<file path="src/rtl/codec_i2c_pkg.sv">
// rtl/codec_i2c_pkg.sv - shared encodings and helpers for the codec I2C master
//
// Purpose: command encodings, FSM state encoding and the per-slot SDA drive
// rule shared by codec_i2c_master and its bench.
// Ports: none (package).
package codec_i2c_pkg;

  localparam logic [1:0] CMD_START = 2'd0;
  localparam logic [1:0] CMD_STOP  = 2'd1;
  localparam logic [1:0] CMD_WRITE = 2'd2;
  localparam logic [1:0] CMD_READ  = 2'd3;

  typedef enum logic [1:0] {
    ST_IDLE  = 2'd0,
    ST_START = 2'd1,
    ST_STOP  = 2'd2,
    ST_XFER  = 2'd3
  } state_t;

  // First slot of a byte transfer; slots count down to the ACK slot 0.
  localparam logic [3:0] FIRST_SLOT = 4'd8;

  // SDA output-enable for phase 0 of a transfer slot.
  // Data slots 8..1 carry bit slot-1 (MSB first); slot 0 is the ACK slot.
  // The receiving side always releases SDA so the other end can drive it.
  function automatic logic slot_sda_oe(input logic       is_read,
                                       input logic [3:0] slot,
                                       input logic [7:0] wbyte,
                                       input logic       ack);
    if (slot == 4'd0) begin
      return is_read ? ~ack : 1'b0;
    end
    return is_read ? 1'b0 : ~wbyte[3'(slot - 4'd1)];
  endfunction

endpackage

</file>
<file path="src/rtl/codec_i2c_tick.sv">
// rtl/codec_i2c_tick.sv - quarter-bit divider for the codec I2C master
//
// Purpose: produces a one-cycle tick every DIV clocks. The count runs
// DIV-1 down to 0; reload restarts it so a new command begins at a phase
// boundary, and hold freezes it (clock stretching).
// Ports:
//   clk, rst  - clock, synchronous active-high reset
//   reload    - restart the count at DIV-1
//   hold      - freeze the count and suppress tick
//   tick      - one-cycle pulse when the count expires
module codec_i2c_tick #(
  parameter int DIV = 15
) (
  input  logic clk,
  input  logic rst,
  input  logic reload,
  input  logic hold,
  output logic tick
);

  localparam int CW = $clog2(DIV);
  localparam logic [CW-1:0] TOP = CW'(DIV - 1);

  logic [CW-1:0] cnt;

  assign tick = (cnt == '0) && !hold;

  always_ff @(posedge clk) begin
    if (rst || reload) begin
      cnt <= TOP;
    end else if (!hold) begin
      cnt <= (cnt == '0) ? TOP : cnt - CW'(1);
    end
  end

endmodule

</file>
<file path="src/rtl/codec_i2c_master.sv">
// rtl/codec_i2c_master.sv - byte-level open-drain I2C master for the audio codec
//
// Purpose: executes START / STOP / WRITE byte / READ byte commands as SCL/SDA
// waveforms, four phases per bit, and reports the slave ACK or read byte.
// Optional feature macro: CODEC_I2C_MASTER_STRETCH_EN (slave clock stretching
// via a 2-flop synchronised scl_i); when undefined scl_i is ignored.
// Ports:
//   clk, rst            - clock, synchronous active-high reset
//   cmd, cmd_data,      - command (START/STOP/WRITE/READ), write byte,
//   cmd_ack             - ACK bit driven after a READ (0 = ACK)
//   cmd_valid/cmd_ready - command handshake; ready means idle
//   rsp_data            - last byte read, held until the next READ completes
//   rsp_nak             - last WRITE's slave ACK bit (1 = NAK)
//   rsp_valid           - one-cycle pulse on command completion
//   scl_oe, sda_oe      - pull the line low when 1 (registered)
//   scl_i, sda_i        - pad inputs
module codec_i2c_master
  import codec_i2c_pkg::*;
#(
  parameter int DIV = 15
) (
  input  logic       clk,
  input  logic       rst,
  input  logic [1:0] cmd,
  input  logic [7:0] cmd_data,
  input  logic       cmd_ack,
  input  logic       cmd_valid,
  output logic       cmd_ready,
  output logic [7:0] rsp_data,
  output logic       rsp_nak,
  output logic       rsp_valid,
  output logic       scl_oe,
  output logic       sda_oe,
  input  logic       scl_i,
  input  logic       sda_i
);

  state_t     state, state_n;
  logic [1:0] phase, phase_n;
  logic [3:0] slot, slot_n;

  logic       tick, hold, accept, enter, done;
  logic       is_read, is_read_sel;
  logic       ack_q, ack_sel;
  logic [7:0] wbyte_q, wbyte_sel;
  logic [8:0] shreg;
  logic       scl_d, sda_d;

  assign cmd_ready = (state == ST_IDLE);
  assign accept    = cmd_valid && cmd_ready;

  // Completion is the tick that ends phase 3 of the final phase group.
  assign done = (state != ST_IDLE) && tick && (phase == 2'd3) &&
                ((state != ST_XFER) || (slot == 4'd0));

  // A phase is entered on accept or on any tick that does not return to IDLE.
  assign enter = accept || ((state != ST_IDLE) && tick && (state_n != ST_IDLE));

`ifdef CODEC_I2C_MASTER_STRETCH_EN
  logic [1:0] scl_sync;

  always_ff @(posedge clk) begin
    if (rst) begin
      scl_sync <= 2'b11;
    end else begin
      scl_sync <= {scl_sync[0], scl_i};
    end
  end

  // SCL released by us but still seen low: the slave is stretching.
  assign hold = (state != ST_IDLE) && (phase != 2'd0) && !scl_oe && !scl_sync[1];
`else
  logic unused_scl_i;
  assign unused_scl_i = scl_i;
  assign hold         = 1'b0;
`endif

  codec_i2c_tick #(
    .DIV (DIV)
  ) u_tick (
    .clk    (clk),
    .rst    (rst),
    .reload (accept),
    .hold   (hold),
    .tick   (tick)
  );

  // State register
  always_ff @(posedge clk) begin
    if (rst) begin
      state <= ST_IDLE;
      phase <= 2'd0;
      slot  <= 4'd0;
    end else begin
      state <= state_n;
      phase <= phase_n;
      slot  <= slot_n;
    end
  end

  // Next-state logic
  always_comb begin
    state_n = state;
    phase_n = phase;
    slot_n  = slot;
    case (state)
      ST_IDLE: begin
        if (accept) begin
          phase_n = 2'd0;
          slot_n  = FIRST_SLOT;
          case (cmd)
            CMD_START: state_n = ST_START;
            CMD_STOP:  state_n = ST_STOP;
            default:   state_n = ST_XFER;
          endcase
        end
      end
      default: begin
        if (tick) begin
          phase_n = phase + 2'd1;
          if (phase == 2'd3) begin
            if ((state == ST_XFER) && (slot != 4'd0)) begin
              slot_n = slot - 4'd1;
            end else begin
              state_n = ST_IDLE;
            end
          end
        end
      end
    endcase
  end

  // Output logic: next values of the line enables. Each phase touches at
  // most one line, so SCL and SDA never change in the same cycle; lines not
  // named by the entered phase keep their previous level.
  always_comb begin
    // On the accept cycle the command fields are not yet latched.
    is_read_sel = (state == ST_IDLE) ? (cmd == CMD_READ) : is_read;
    wbyte_sel   = (state == ST_IDLE) ? cmd_data : wbyte_q;
    ack_sel     = (state == ST_IDLE) ? cmd_ack : ack_q;
    scl_d       = scl_oe;
    sda_d       = sda_oe;
    if (enter) begin
      case (state_n)
        ST_START: begin
          case (phase_n)
            2'd0:    sda_d = 1'b0;
            2'd1:    scl_d = 1'b0;
            2'd2:    sda_d = 1'b1;
            default: scl_d = 1'b1;
          endcase
        end
        ST_STOP: begin
          case (phase_n)
            2'd0:    sda_d = 1'b1;
            2'd1:    scl_d = 1'b0;
            2'd2:    sda_d = 1'b0;
            default: ;
          endcase
        end
        ST_XFER: begin
          case (phase_n)
            2'd0:    sda_d = slot_sda_oe(is_read_sel, slot_n, wbyte_sel, ack_sel);
            2'd1:    scl_d = 1'b0;
            2'd3:    scl_d = 1'b1;
            default: ;
          endcase
        end
        default: ;
      endcase
    end
  end

  // Registered outputs and datapath
  always_ff @(posedge clk) begin
    if (rst) begin
      scl_oe    <= 1'b0;
      sda_oe    <= 1'b0;
      rsp_valid <= 1'b0;
      rsp_data  <= 8'h00;
      rsp_nak   <= 1'b0;
      is_read   <= 1'b0;
      ack_q     <= 1'b0;
      wbyte_q   <= 8'h00;
      shreg     <= 9'h000;
    end else begin
      scl_oe    <= scl_d;
      sda_oe    <= sda_d;
      rsp_valid <= done;
      if (accept) begin
        is_read <= (cmd == CMD_READ);
        ack_q   <= cmd_ack;
        wbyte_q <= cmd_data;
      end
      // All nine slots are sampled at the end of SCL-high; the top eight are
      // the data byte and bit 0 is the ACK slot.
      if ((state == ST_XFER) && tick && (phase == 2'd2)) begin
        shreg <= {shreg[7:0], sda_i};
      end
      if (done && (state == ST_XFER)) begin
        if (is_read) begin
          rsp_data <= shreg[8:1];
        end else begin
          rsp_nak <= shreg[0];
        end
      end
    end
  end

endmodule
</file>
<file path="config.mk">
export PLATFORM = sky130hd
export DESIGN_NAME = codec_i2c_master
export DESIGN_NICKNAME = d
export VERILOG_FILES = /design/src/rtl/codec_i2c_pkg.sv /design/src/rtl/codec_i2c_tick.sv /design/src/rtl/codec_i2c_master.sv
export SDC_FILE = /design/constraint.sdc
export NUM_CORES = 1
export LEC_CHECK = 0
export BUFFER_PORTS_ARGS = -buffer_cell sky130_fd_sc_hd__buf_2
export CAP_MARGIN = 20
export CORE_MARGIN = 2
export CORE_UTILIZATION = 35
export DETAILED_ROUTE_END_ITERATION = 8
export GPL_ROUTABILITY_DRIVEN = 0
export HOLD_SLACK_MARGIN = 0.02
export PLACE_DENSITY = 0.57
export RECOVER_POWER = 100
export SETUP_SLACK_MARGIN = 0.5
export SYNTH_ARGS = -nofsm -noshare
export SYNTH_HDL_FRONTEND = slang
export SYNTH_SLANG_ARGS = --single-unit
</file>
<file path="constraint.sdc">
create_clock -name clk -period 2.65 [get_ports clk]
set_clock_uncertainty 0.15 [all_clocks]
set_input_delay 0.1325 -clock clk [delete_from_list [all_inputs] [get_ports clk]]
set_output_delay 0.1325 -clock clk [all_outputs]
set_load 0.03 [all_outputs]
</file>
==> results of run 1 <==
## power by group
part | switching, mW | total [mW] | internal (mW)
sequential | 0.0190 | 0.689 | 0.670
combinational | 0.121 | 0.222 | 0.101
clock | 0.236 | 0.420 | 0.184
## layout by cell type (no fill, tap or decap), types with 2 or more instances in the layout
master                          instances
sky130_fd_sc_hd__dfxtp_1               37
sky130_fd_sc_hd__nand2_1               31
sky130_fd_sc_hd__nor2_1                28
sky130_fd_sc_hd__buf_4                 22
sky130_fd_sc_hd__mux2i_1               20
sky130_fd_sc_hd__clkbuf_1              18
sky130_fd_sc_hd__a21oi_1               17
sky130_fd_sc_hd__dlygate4sd3_1         17
sky130_fd_sc_hd__buf_2                 13
sky130_fd_sc_hd__inv_1                  7
sky130_fd_sc_hd__nand3_1                7
sky130_fd_sc_hd__dfxtp_2                6
sky130_fd_sc_hd__nor3_1                 5
sky130_fd_sc_hd__clkbuf_8               5
sky130_fd_sc_hd__ha_4                   4
sky130_fd_sc_hd__inv_2                  3
sky130_fd_sc_hd__nor3b_1                3
sky130_fd_sc_hd__nor4_1                 3
sky130_fd_sc_hd__nor2b_1                3
sky130_fd_sc_hd__xnor2_1                3
sky130_fd_sc_hd__mux4_2                 3
sky130_fd_sc_hd__and3_1                 3
sky130_fd_sc_hd__ha_1                   3
sky130_fd_sc_hd__o211ai_1               2
sky130_fd_sc_hd__a21oi_2                2
sky130_fd_sc_hd__a311oi_1               2
sky130_fd_sc_hd__nand4_1                2
sky130_fd_sc_hd__a2bb2oi_1              2
sky130_fd_sc_hd__a211oi_1               2
## worst max-delay path: stages (launching register included)
cell and delay, ps:
sky130_fd_sc_hd__dfxtp_2 340, sky130_fd_sc_hd__inv_2 80, sky130_fd_sc_hd__ha_4 150, sky130_fd_sc_hd__nand4bb_4 120, sky130_fd_sc_hd__nor3_4 270, sky130_fd_sc_hd__o211ai_1 180
sky130_fd_sc_hd__ha_4 340, sky130_fd_sc_hd__mux4_2 510, sky130_fd_sc_hd__nand2_1 110, sky130_fd_sc_hd__a32oi_2 110, sky130_fd_sc_hd__o31ai_2 220
## per-layer routing
metal | GRT usage | wire length (um) | vias up
li1 | - | - | 933
met1 | 0.202 | 2290 | 883
met5 | 0 | 0 | -
met3 | 0.0322 | 177 | 5
met4 | 0.0627 | 74 | 0
met2 | 0.279 | 2420 | 36
## sequential cells by signal (all words and copies together) (netlist names)
signal,cells
slot,4
scl_oe,1
state,2
shreg,9
wbyte_q,8
rsp_valid,1
sda_oe,1
u_tick.cnt,4
ack_q,1
phase,2
is_read,1
rsp_nak,1
rsp_data,8
## path summary, 6_finish.rpt
check                      from       endpoint  slack, ps  cells after the start
setup / recovery  u_tick.cnt[0]         sda_oe        -10                     10
setup reg to reg  u_tick.cnt[0]         sda_oe        -10                     10
hold / removal           cmd[0]       state[1]        200                      4
hold reg to reg   u_tick.cnt[0]  u_tick.cnt[0]        290                      1
## logic make-up (layout without fill, tap and decap cells)
family                     after synthesis  in the layout  synth area share
buffers and inverters                   20             89            0.0369
muxes                                   24             24             0.135
and+or+nand+nor                         97             97             0.248
DFF                                     43             43             0.416
AOI/OAI and AO/OA                       34             34             0.106
xor gates and xnor gates                 4              4            0.0169
adders and majority gates                7              7            0.0423
## what timing repair did
action,4_1_cts,5_1_grt
pin swaps,3,9
hold buffers,17,0
hold endpoints to repair,12,0
buffers inserted,4,3
gates cloned,0,0
endpoints found under the setup margin,1,9
gates resized for setup,0,10
## cell type report
class	count	area, um^2
clock buffers	6	72.6
clock inverters	2	12.5
fillers	610	3050
inverters	10	37.5
multi-input cells	166	1200
flip-flops and latches	43	868
well taps	75	93.8
repair buffers	71	480
==> results.env, run 1 <==
LAYOUT_OVERHEAD_ON_THE_SYNTHESIZED_AREA_PCT=33.7
YOSYS_WARNINGS=0
WORST_PATH_MAX_FANOUT=5
POST-SYNTH-TOP-AREA-CELL='sky130_fd_sc_hd__dfxtp_1'
SYNTH_TOP_CELLS_BY_AREA='sky130_fd_sc_hd__dfxtp_1 42%, sky130_fd_sc_hd__mux2i_1 9.7%, sky130_fd_sc_hd__nand2_1 5.6%'
POWER.STATIC_LEAKAGE_nW=1.13
ASYNC_FLOP_SHARE=0
SETUP_REPAIR_AFTER_GLOBAL_ROUTING_MISSED_ITS_MARGIN='true'
NUM_VIAS=1857
COMMONEST_CELLS_POST_SYNTH='43 x sky130_fd_sc_hd__dfxtp_1, 31 x sky130_fd_sc_hd__nand2_1, 28 x sky130_fd_sc_hd__nor2_1'
DETAIL_ROUTE.WIRELENGTH_UM=4960
SYNTH_EDF_COUNT=0
OUTCOME='complete, but fails checks'
POST-ROUTE-MIN-PERIOD_PS=2660
GLOBAL_ROUTE.OVERFLOW_TOTAL=0
FINAL_AREA_MM2=0.00277
IO_PINS=29
SETUP_TNS_PS=-11.9
POSTPLACECELLAREA_MM2=0.00246
N_ANTENNA_CELL=0
WHS_PS=199
ELEMENT_TYPE_AT_THE_CRITICAL_PATH_END='flop'
INITIAL_UTILIZATION=0.356
MAX-VDD-IR-DROP_V=0.000286
NUMPORTBUFFERS=27
ARRIVAL_PS=2740
CTS-BUFFERS-INSERTED=5
POSTSYNTHREGISTERBITS=43
CLOCK-SINKS=43
POST-SYNTH-TOP-AREA-FRACTION=0.416
MAX-SLEW-MARGIN-REL=0.531
SYN_AREA_MM2=0.00207
FINAL_NET_COUNT=320
FAILED_CHECKS='setup timing'
MAX-CAP-VIOLATIONS=0
FINAL-INSTANCE-COUNT-EXCL-FILL=373
TIMING_WORST_SLEW_PIN_VALUE_PS=704
YS.FLOP_TYPE='sky130_fd_sc_hd__dfxtp_1'
H_TREE_DEPTH=2
PATH_CLK_SLEW_PS=90
POSTLAYOUTCOREUTIL=0.476
DR_PASS1_ITERATIONS=4
LAYOUT_WORST_PATH_CYCLE_SHARE=1.00
SYN_INST=229
FINAL_ANTENNA_NET_COUNT=0
GRT_ANTENNA_BEFORE_REPAIR=0
CLK_ROOT_BUFFER_CELL='sky130_fd_sc_hd__clkbuf_8'
HOLDCRITPATHCLASS='primary input to flop'
DP_SLACK_PS=-23.2
REPORT.FINAL.SETUP_VIOL=1
CP.REQUIRED_PS=2730
DRC_ERRORS=0
GRT_USE_TOTAL=0.163
FMAX_GHz=0.376
CORE_AREA_MM2=0.00582
PLACEMENT_ROWS=28
GLOBAL_ROUTE_WIRE_LENGTH_BEFORE_REPAIR_UM=8200
POST-DP-HPWL_UM=3420
TIMING.FINAL.HOLD_VIOLATIONS=0
TRITONCTS_CLOCK_TREE='done'
SETUP.WORST_PATH.CLASS='flop to flop'
NUMBER_OF_GLOBAL_ROUTE_VIAS_BEFORE_REPAIR=1829
VIAS_PER_CELL=4.98
POST_SYNTHESIS_CELL_TYPE_COUNT=42
POST_ROUTE_CELLS_DRIVE_ABOVE_1_SHARE=0.245
FINAL-MAX-SLEW-VIOLATION-COUNT=0
AVGSYNTHCELLAREA_UM2=9.04
WORST_SKEW_PAIR.LATE_LATENCY_PS=300
SYNTHMOSTINSTANTIATEDCELL='sky130_fd_sc_hd__dfxtp_1'
PLACEDCELLCOUNT=341
FINALPOWER_mW=1.33
GRT_MAX_DEGREE=33
DIE_W_UM=80.9
P_PER_AREA_mW_PER_MM2=481
DRTITER0DRC=72
SETUP_WS_PS=-11.9
CRITICAL_PATH.STARTPOINT_TYPE='flop'
YOSYSSEQAREASHARE=0.416
MAX-CLOCK-PATH-BUFFERS=2
DETAIL_ROUTE.WL_PER_CELL_UM=13.3
DIE_AREA_MM2=0.00655
SYNTH.NET_COUNT=252
CHIPHEIGHT_UM=80.9
Power figures use the tool's default switching activity.
==> run 2, diff against run 1 <==
--- a/config.mk
+++ b/config.mk
@@ -5,7 +5,7 @@
 export SDC_FILE = /design/constraint.sdc
 export NUM_CORES = 1
 export LEC_CHECK = 0
-export BUFFER_PORTS_ARGS = -buffer_cell sky130_fd_sc_hd__buf_2
+export BUFFER_PORTS_ARGS = -buffer_cell sky130_fd_sc_hd__buf_4
 export CAP_MARGIN = 20
 export CORE_MARGIN = 2
 export CORE_UTILIZATION = 35
==> results.env, run 2 (synthesis results as in run 1) <==
WORSTSETUPENDPOINT='sda_oe'
TRITONCTS_CLOCK_TREE='done'
TIMING_WORST_SLEW_PIN_VALUE_PS=706
ARRIVAL_PS=2660
INITIAL_UTILIZATION=0.356
N_ANTENNA_CELL=0
DR_PASS1_ITERATIONS=4
SETUP_CRIT_START='u_tick.cnt[1]'
REPORT.FINAL.SETUP_VIOL=0
SETUP_TNS_PS=0
DETAIL_ROUTE.WIRELENGTH_UM=4610
MAX-CAP-VIOLATIONS=0
DRTITER0DRC=50
PATH_CLK_SLEW_PS=90
LAYOUT_COMMONEST_CELL='sky130_fd_sc_hd__dfxtp_1'
LAYOUT_OVERHEAD_ON_THE_SYNTHESIZED_AREA_PCT=29.8
TIMING.FINAL.HOLD_VIOLATIONS=0
WORST_PATH_MAX_FANOUT=6
WHS_PS=104
TIMING.REG2REG.SETUP_SLACK_PS=60
GRT_USE_TOTAL=0.156
LAYOUT_WORST_PATH_CYCLE_SHARE=0.977
CTS-BUFFERS-INSERTED=5
CORE_AREA_MM2=0.00582
DETAIL_ROUTE.WL_PER_CELL_UM=12.8
POST-DP-HPWL_UM=3330
POWER.STATIC_LEAKAGE_nW=1.07
POST_ROUTE_CELLS_DRIVE_ABOVE_1_SHARE=0.220
FINAL-MAX-SLEW-VIOLATION-COUNT=0
MAX-SLEW-MARGIN-REL=0.530
HOLDCRITPATHCLASS='primary input to flop'
CRIT-REG2REG-CAPTURE='sda_oe'
SETUP_WS_PS=61.9
R2R_CELLS=10
FMAX_GHz=0.386
POST-ROUTE-MIN-PERIOD_PS=2590
MAX-CLOCK-PATH-BUFFERS=2
FINAL_NET_COUNT=308
MAX_FLOP_REGISTER='shreg'
DIE_W_UM=80.9
DRC_ERRORS=0
PLACEMENT_ROWS=28
IO_PINS=29
NUM_VIAS=1735
H_TREE_DEPTH=2
FINAL-INSTANCE-COUNT-EXCL-FILL=361
GRT_ANTENNA_BEFORE_REPAIR=0
GLOBAL_ROUTE.OVERFLOW_TOTAL=0
MAX-VDD-IR-DROP_V=0.000306
OUTCOME='complete, no violations'
CRITICAL_PATH.STARTPOINT_TYPE='flop'
WORST_HOLD_STARTPOINT='rst'
CP.REQUIRED_PS=2720
CLOCK-SINKS=43
SETUP_REPAIR_AFTER_GLOBAL_ROUTING_MISSED_ITS_MARGIN='true'
FILL_CELL_COUNT=605
PLACEDCELLCOUNT=338
DP_SLACK_PS=10.6
ELEMENT_TYPE_AT_THE_CRITICAL_PATH_END='flop'
GRT_MAX_DEGREE=43
R2R-START='u_tick.cnt[1]'
FINAL_ANTENNA_NET_COUNT=0
GLOBAL_ROUTE_WIRE_LENGTH_BEFORE_REPAIR_UM=7850
REG.LARGEST.LIST='shreg: 9 flops, rsp_data: 8 flops, wbyte_q: 8 flops'
DIE_AREA_MM2=0.00655
CHIPHEIGHT_UM=80.9
P_PER_AREA_mW_PER_MM2=500
MOSTFREQUENTLAYOUTCELLS='38 x sky130_fd_sc_hd__dfxtp_1, 31 x sky130_fd_sc_hd__nand2_1, 28 x sky130_fd_sc_hd__nor2_1, 28 x sky130_fd_sc_hd__buf_4, 20 x sky130_fd_sc_hd__mux2i_1'
SETUP.WORST_PATH.CLASS='flop to flop'
VIAS_PER_CELL=4.81
LARGEST_REGISTER_FFS=9
FINALPOWER_mW=1.35
WORST_SKEW_PAIR.LATE_LATENCY_PS=300
CLK_ROOT_BUFFER_CELL='sky130_fd_sc_hd__clkbuf_8'
NUMPORTBUFFERS=27
NUMBER_OF_GLOBAL_ROUTE_VIAS_BEFORE_REPAIR=1748
==> run 2: cell types whose count changed in the layout (fill, tap and decap cells not counted), sizes merged <==
cell	before	now
buf	36	29
dlygate4sd3	17	12
==> run 2: layer usage <==
layer | track usage | vias up | wire length (um)
met4 | 0.0627 | 0 | 47
met1 | 0.195 | 805 | 2250
li1 | - | 906 | -
met2 | 0.259 | 20 | 2150
met5 | 0 | - | 0
met3 | 0.0356 | 4 | 158
==> run 2: power by group <==
part / internal, mW / total, mW / switching, mW / leakage [nW]
clock network: 0.213 / 0.451 / 0.238 / 0.0474
registers: 0.670 / 0.689 / 0.0191 / 0.351
logic: 0.0908 / 0.205 / 0.115 / 0.675
total: 0.973 / 1.34 / 0.372 / 1.07
==> run 2: what timing repair did <==
item | 4_1_cts | 5_1_grt
hold endpoints to repair | 11 | 0
setup endpoints to repair | 1 | 11
setup buffers | 3 | 0
pin swaps | 3 | 2
hold buffers | 12 | 0
gates resized for setup | 2 | 3
==> run 2: critical path: stages, from the launching register on <==
cell	delay, ps
sky130_fd_sc_hd__dfxtp_2	330
sky130_fd_sc_hd__inv_2	70
sky130_fd_sc_hd__ha_4	150
sky130_fd_sc_hd__nand4bb_4	130
sky130_fd_sc_hd__nor3_4	270
sky130_fd_sc_hd__o211ai_1	140
sky130_fd_sc_hd__ha_1	370
sky130_fd_sc_hd__mux4_2	520
sky130_fd_sc_hd__nand2_1	90
sky130_fd_sc_hd__a32oi_1	110
sky130_fd_sc_hd__o31ai_2	180
==> run 2: how the worst min path moves through the flow <==
| stage | end | slack (ps) | cells after the start |
|---|---|---|---|
| final | shreg[5] | 100 | 2 |
| after global routing | shreg[5] | 120 | 2 |
| after CTS | rsp_data[7] | 100 | 2 |
| after detailed placement | shreg[0] | 250 | 3 |
| after global placement | shreg[0] | 230 | 3 |
| after floorplan | wbyte_q[0] | 120 | 2 |
==> run 2: layout make-up <==
class,count,area (um^2),share of cell area
sequential,43,867,0.323
tap,75,93.8,0.0349
multi-input combinational,166,1180,0.439
inverter,10,37.5,0.0140
timing repair buffer,59,409,0.152
clock buffer,6,82.6,0.0307
clock inverter,2,16.3,0.00605
==> run 2: through the flow <==
stage	util	area, um^2
6_report	0.462	2690
5_1_grt	0.462	2690
4_1_cts	0.473	2750
3_5_place_dp	0.431	2500
3_3_place_gp	0.431	2500
2_1_floorplan	-	2120
==> run 3, diff against run 2 <==
--- a/config.mk
+++ b/config.mk
@@ -5,8 +5,8 @@
 export SDC_FILE = /design/constraint.sdc
 export NUM_CORES = 1
 export LEC_CHECK = 0
+export ABC_AREA = 1
 export BUFFER_PORTS_ARGS = -buffer_cell sky130_fd_sc_hd__buf_4
-export CAP_MARGIN = 20
 export CORE_MARGIN = 2
 export CORE_UTILIZATION = 35
 export DETAILED_ROUTE_END_ITERATION = 8
==> results.env, run 3 <==
DIE_AREA_MM2=0.00684
VIAS_PER_CELL=4.62
CRITICAL_PATH.STARTPOINT_TYPE='flop'
WL_MET3_UM=203
MET1WIRELENGTH_UM=2450
SETUP.WORST_PATH.CLASS='flop to flop'
WORST_PATH_MAX_FANOUT=5
SYNTHMOSTINSTANTIATEDCELL='sky130_fd_sc_hd__nor2_1'
DP_SLACK_PS=259
LAYOUT_WORST_PATH_CYCLE_SHARE=0.845
SETUP_TNS_PS=0
MAX_FLOP_REGISTER='shreg'
GLOBAL_ROUTE.OVERFLOW_TOTAL=0
FINALPOWER_mW=1.40
REPORT.FINAL.SETUP_VIOL=0
INITIAL_UTILIZATION=0.364
FMAX_GHz=0.447
SYN_AREA_MM2=0.00217
LAYOUT_COMMONEST_CELL='sky130_fd_sc_hd__nor2_1'
MAX-SLEW-MARGIN-REL=0.349
CP.REQUIRED_PS=2710
DETAIL_ROUTE.WIRELENGTH_UM=4840
FINAL-MAX-SLEW-VIOLATION-COUNT=0
P_PER_AREA_mW_PER_MM2=492
MOSTFREQUENTLAYOUTCELLS='44 x sky130_fd_sc_hd__nor2_1, 37 x sky130_fd_sc_hd__dfxtp_1, 35 x sky130_fd_sc_hd__nand2_1'
DRC_ERRORS=0
TIMING.FINAL.HOLD_VIOLATIONS=0
SETUP_REPAIR_AFTER_GLOBAL_ROUTING_MISSED_ITS_MARGIN='true'
DETAIL_ROUTE.WL_PER_CELL_UM=11.4
CTS-BUFFERS-INSERTED=5
PLACEMENT_ROWS=28
MAX-CLOCK-PATH-BUFFERS=2
GLOBAL_ROUTE_WIRE_LENGTH_BEFORE_REPAIR_UM=7910
YS.FLOP_TYPE='sky130_fd_sc_hd__dfxtp_1'
DR_PASS1_ITERATIONS=4
MAX-CAP-VIOLATIONS=0
IO_PINS=29
CLK_ROOT_BUFFER_CELL='sky130_fd_sc_hd__clkbuf_8'
POST-SYNTH-TOP-AREA-CELL='sky130_fd_sc_hd__dfxtp_1'
OUTCOME='complete, no violations'
GRT_USE_TOTAL=0.152
MAX-VDD-IR-DROP_V=0.000209
HIGHEST_LAYER='met4'
LARGEST_REGISTER_FFS=9
NUMPORTBUFFERS=27
FINAL_ANTENNA_NET_COUNT=0
LAYOUT_OVERHEAD_ON_THE_SYNTHESIZED_AREA_PCT=30.8
TRITONCTS_CLOCK_TREE='done'
COMMONEST_CELLS_POST_SYNTH='45 x sky130_fd_sc_hd__nor2_1, 43 x sky130_fd_sc_hd__dfxtp_1, 38 x sky130_fd_sc_hd__inv_1'
NUM_VIAS=1960
ARRIVAL_PS=2300
HOLDCRITPATHCLASS='primary input to flop'
POST_SYNTHESIS_CELL_TYPE_COUNT=38
CLOCK-SINKS=43
POWER.STATIC_LEAKAGE_nW=1.16
POST-SYNTH-TOP-AREA-FRACTION=0.397
N_ANTENNA_CELL=0
POST-ROUTE-MIN-PERIOD_PS=2240
WORST_SKEW_PAIR.LATE_LATENCY_PS=310
NUMBER_OF_GLOBAL_ROUTE_VIAS_BEFORE_REPAIR=1736
TIMING_WORST_SLEW_PIN_VALUE_PS=976
SETUP_WS_PS=410
CORE_AREA_MM2=0.00596
GRT_ANTENNA_BEFORE_REPAIR=0
GRT_MAX_DEGREE=23
YOSYSSEQAREASHARE=0.397
SYNTH.NET_COUNT=313
CHIPHEIGHT_UM=82.7
DRTITER0DRC=124
H_TREE_DEPTH=2
FINAL_NET_COUNT=371
YOSYS_WARNINGS=0
ASYNC_FLOP_SHARE=0
SYNTH_EDF_COUNT=0
POSTSYNTHREGISTERBITS=43
POST-DP-HPWL_UM=3130
PATH_CLK_SLEW_PS=90
POST_ROUTE_CELLS_DRIVE_ABOVE_1_SHARE=0.252
REG.LARGEST.LIST='shreg: 9 flops, rsp_data: 8 flops, wbyte_q: 8 flops'
ELEMENT_TYPE_AT_THE_CRITICAL_PATH_END='flop'
SYNTH_TOP_CELLS_BY_AREA='sky130_fd_sc_hd__dfxtp_1 40%, sky130_fd_sc_hd__nor2_1 7.8%, sky130_fd_sc_hd__inv_1 6.6%'
DIE_W_UM=82.7
MET2_WIRELENGTH_UM=2120
AVGSYNTHCELLAREA_UM2=7.47
SYN_INST=290
-- run 3: changes by cell type after synthesis, moves of 5 or more --
| cell | change |
|---|---|
| sky130_fd_sc_hd__a211oi_1 | +5 |
| sky130_fd_sc_hd__nor2_1 | +17 |
| sky130_fd_sc_hd__clkbuf_1 | -5 |
| sky130_fd_sc_hd__nand3_1 | +9 |
| sky130_fd_sc_hd__inv_2 | +5 |
| sky130_fd_sc_hd__inv_1 | +28 |
| sky130_fd_sc_hd__nand2_1 | +5 |
| sky130_fd_sc_hd__mux2i_1 | -19 |
| sky130_fd_sc_hd__o21ai_0 | +21 |
-- run 3: final timing paths --
check | slack (ps) | startpoint | cells after the start | end
max | 410 | u_tick.cnt[0] | 15 | sda_oe
min | 180 | cmd[0] | 5 | state[1]
max reg2reg | 410 | u_tick.cnt[0] | 15 | sda_oe
min reg2reg | 290 | u_tick.cnt[0] | 1 | u_tick.cnt[0]
-- run 3: per-stage QoR --
| stage | cell area, um^2 | std cells | utilization | hold slack, ps |
|---|---|---|---|---|
| 6_report | 2830 | 424 | 0.476 | 183 |
| 5_1_grt | 2830 | 424 | 0.476 | 217 |
| 4_1_cts | 2770 | 414 | 0.465 | 83.1 |
| 3_5_place_dp | 2420 | 385 | 0.407 | 255 |
| 3_3_place_gp | 2420 | 385 | 0.407 | 254 |
| 2_1_floorplan | 2170 | 290 | - | 125 |
-- run 3: routing by layer --
metal  vias up  GRT usage
met1       867      0.206
met5         -          0
met4         0     0.0541
li1       1055          -
met2        30      0.231
met3         8     0.0402
-- run 3: area by class of cell --
type	count	area, um^2
fill	604	3120
clock inverter	3	23.8
inverter	46	180
clock buffer	5	68.8
tap	75	93.8
sequential	43	868
multi-input combinational	191	1150
timing repair buffer	61	447
-- run 3: what timing repair did --
action,4_1_cts,5_1_grt
hold endpoints to repair,17,0
setup endpoints to repair,1,2
pin swaps,8,22
hold buffers,15,0
gates resized for setup,14,21
buffers inserted,6,10
-- run 3: power breakdown --
group | switching [mW] | internal (mW)
clock | 0.251 | 0.189
sequential | 0.0171 | 0.674
combinational | 0.153 | 0.112
total | 0.421 | 0.974
-- run 3: critical path, cell delays in order (launching register included) --
cell                      delay (ps)
sky130_fd_sc_hd__dfxtp_2         340
sky130_fd_sc_hd__inv_2            80
sky130_fd_sc_hd__ha_4            150
sky130_fd_sc_hd__nand3_4         120
sky130_fd_sc_hd__nor2_1          310
sky130_fd_sc_hd__a21oi_2         100
sky130_fd_sc_hd__o21ai_2         110
sky130_fd_sc_hd__ha_4            250
sky130_fd_sc_hd__inv_2            70
sky130_fd_sc_hd__nand3_2          60
sky130_fd_sc_hd__nand2_1          60
sky130_fd_sc_hd__nand2_1          60
sky130_fd_sc_hd__nand3_2          90
sky130_fd_sc_hd__nand2_1          60
sky130_fd_sc_hd__nand2_1          80
sky130_fd_sc_hd__a21oi_2          60
-- run 3: cell families after synthesis --
kind of cell | Yosys count | share of synthesized area
adders and majority gates | 7 | 0.0404
buffers and inverters | 56 | 0.111
AOI/OAI and AO/OA | 65 | 0.186
and+or+nand+nor | 116 | 0.253
xor gates and xnor gates | 2 | 0.00808
DFF | 43 | 0.397
muxes | 1 | 0.00462
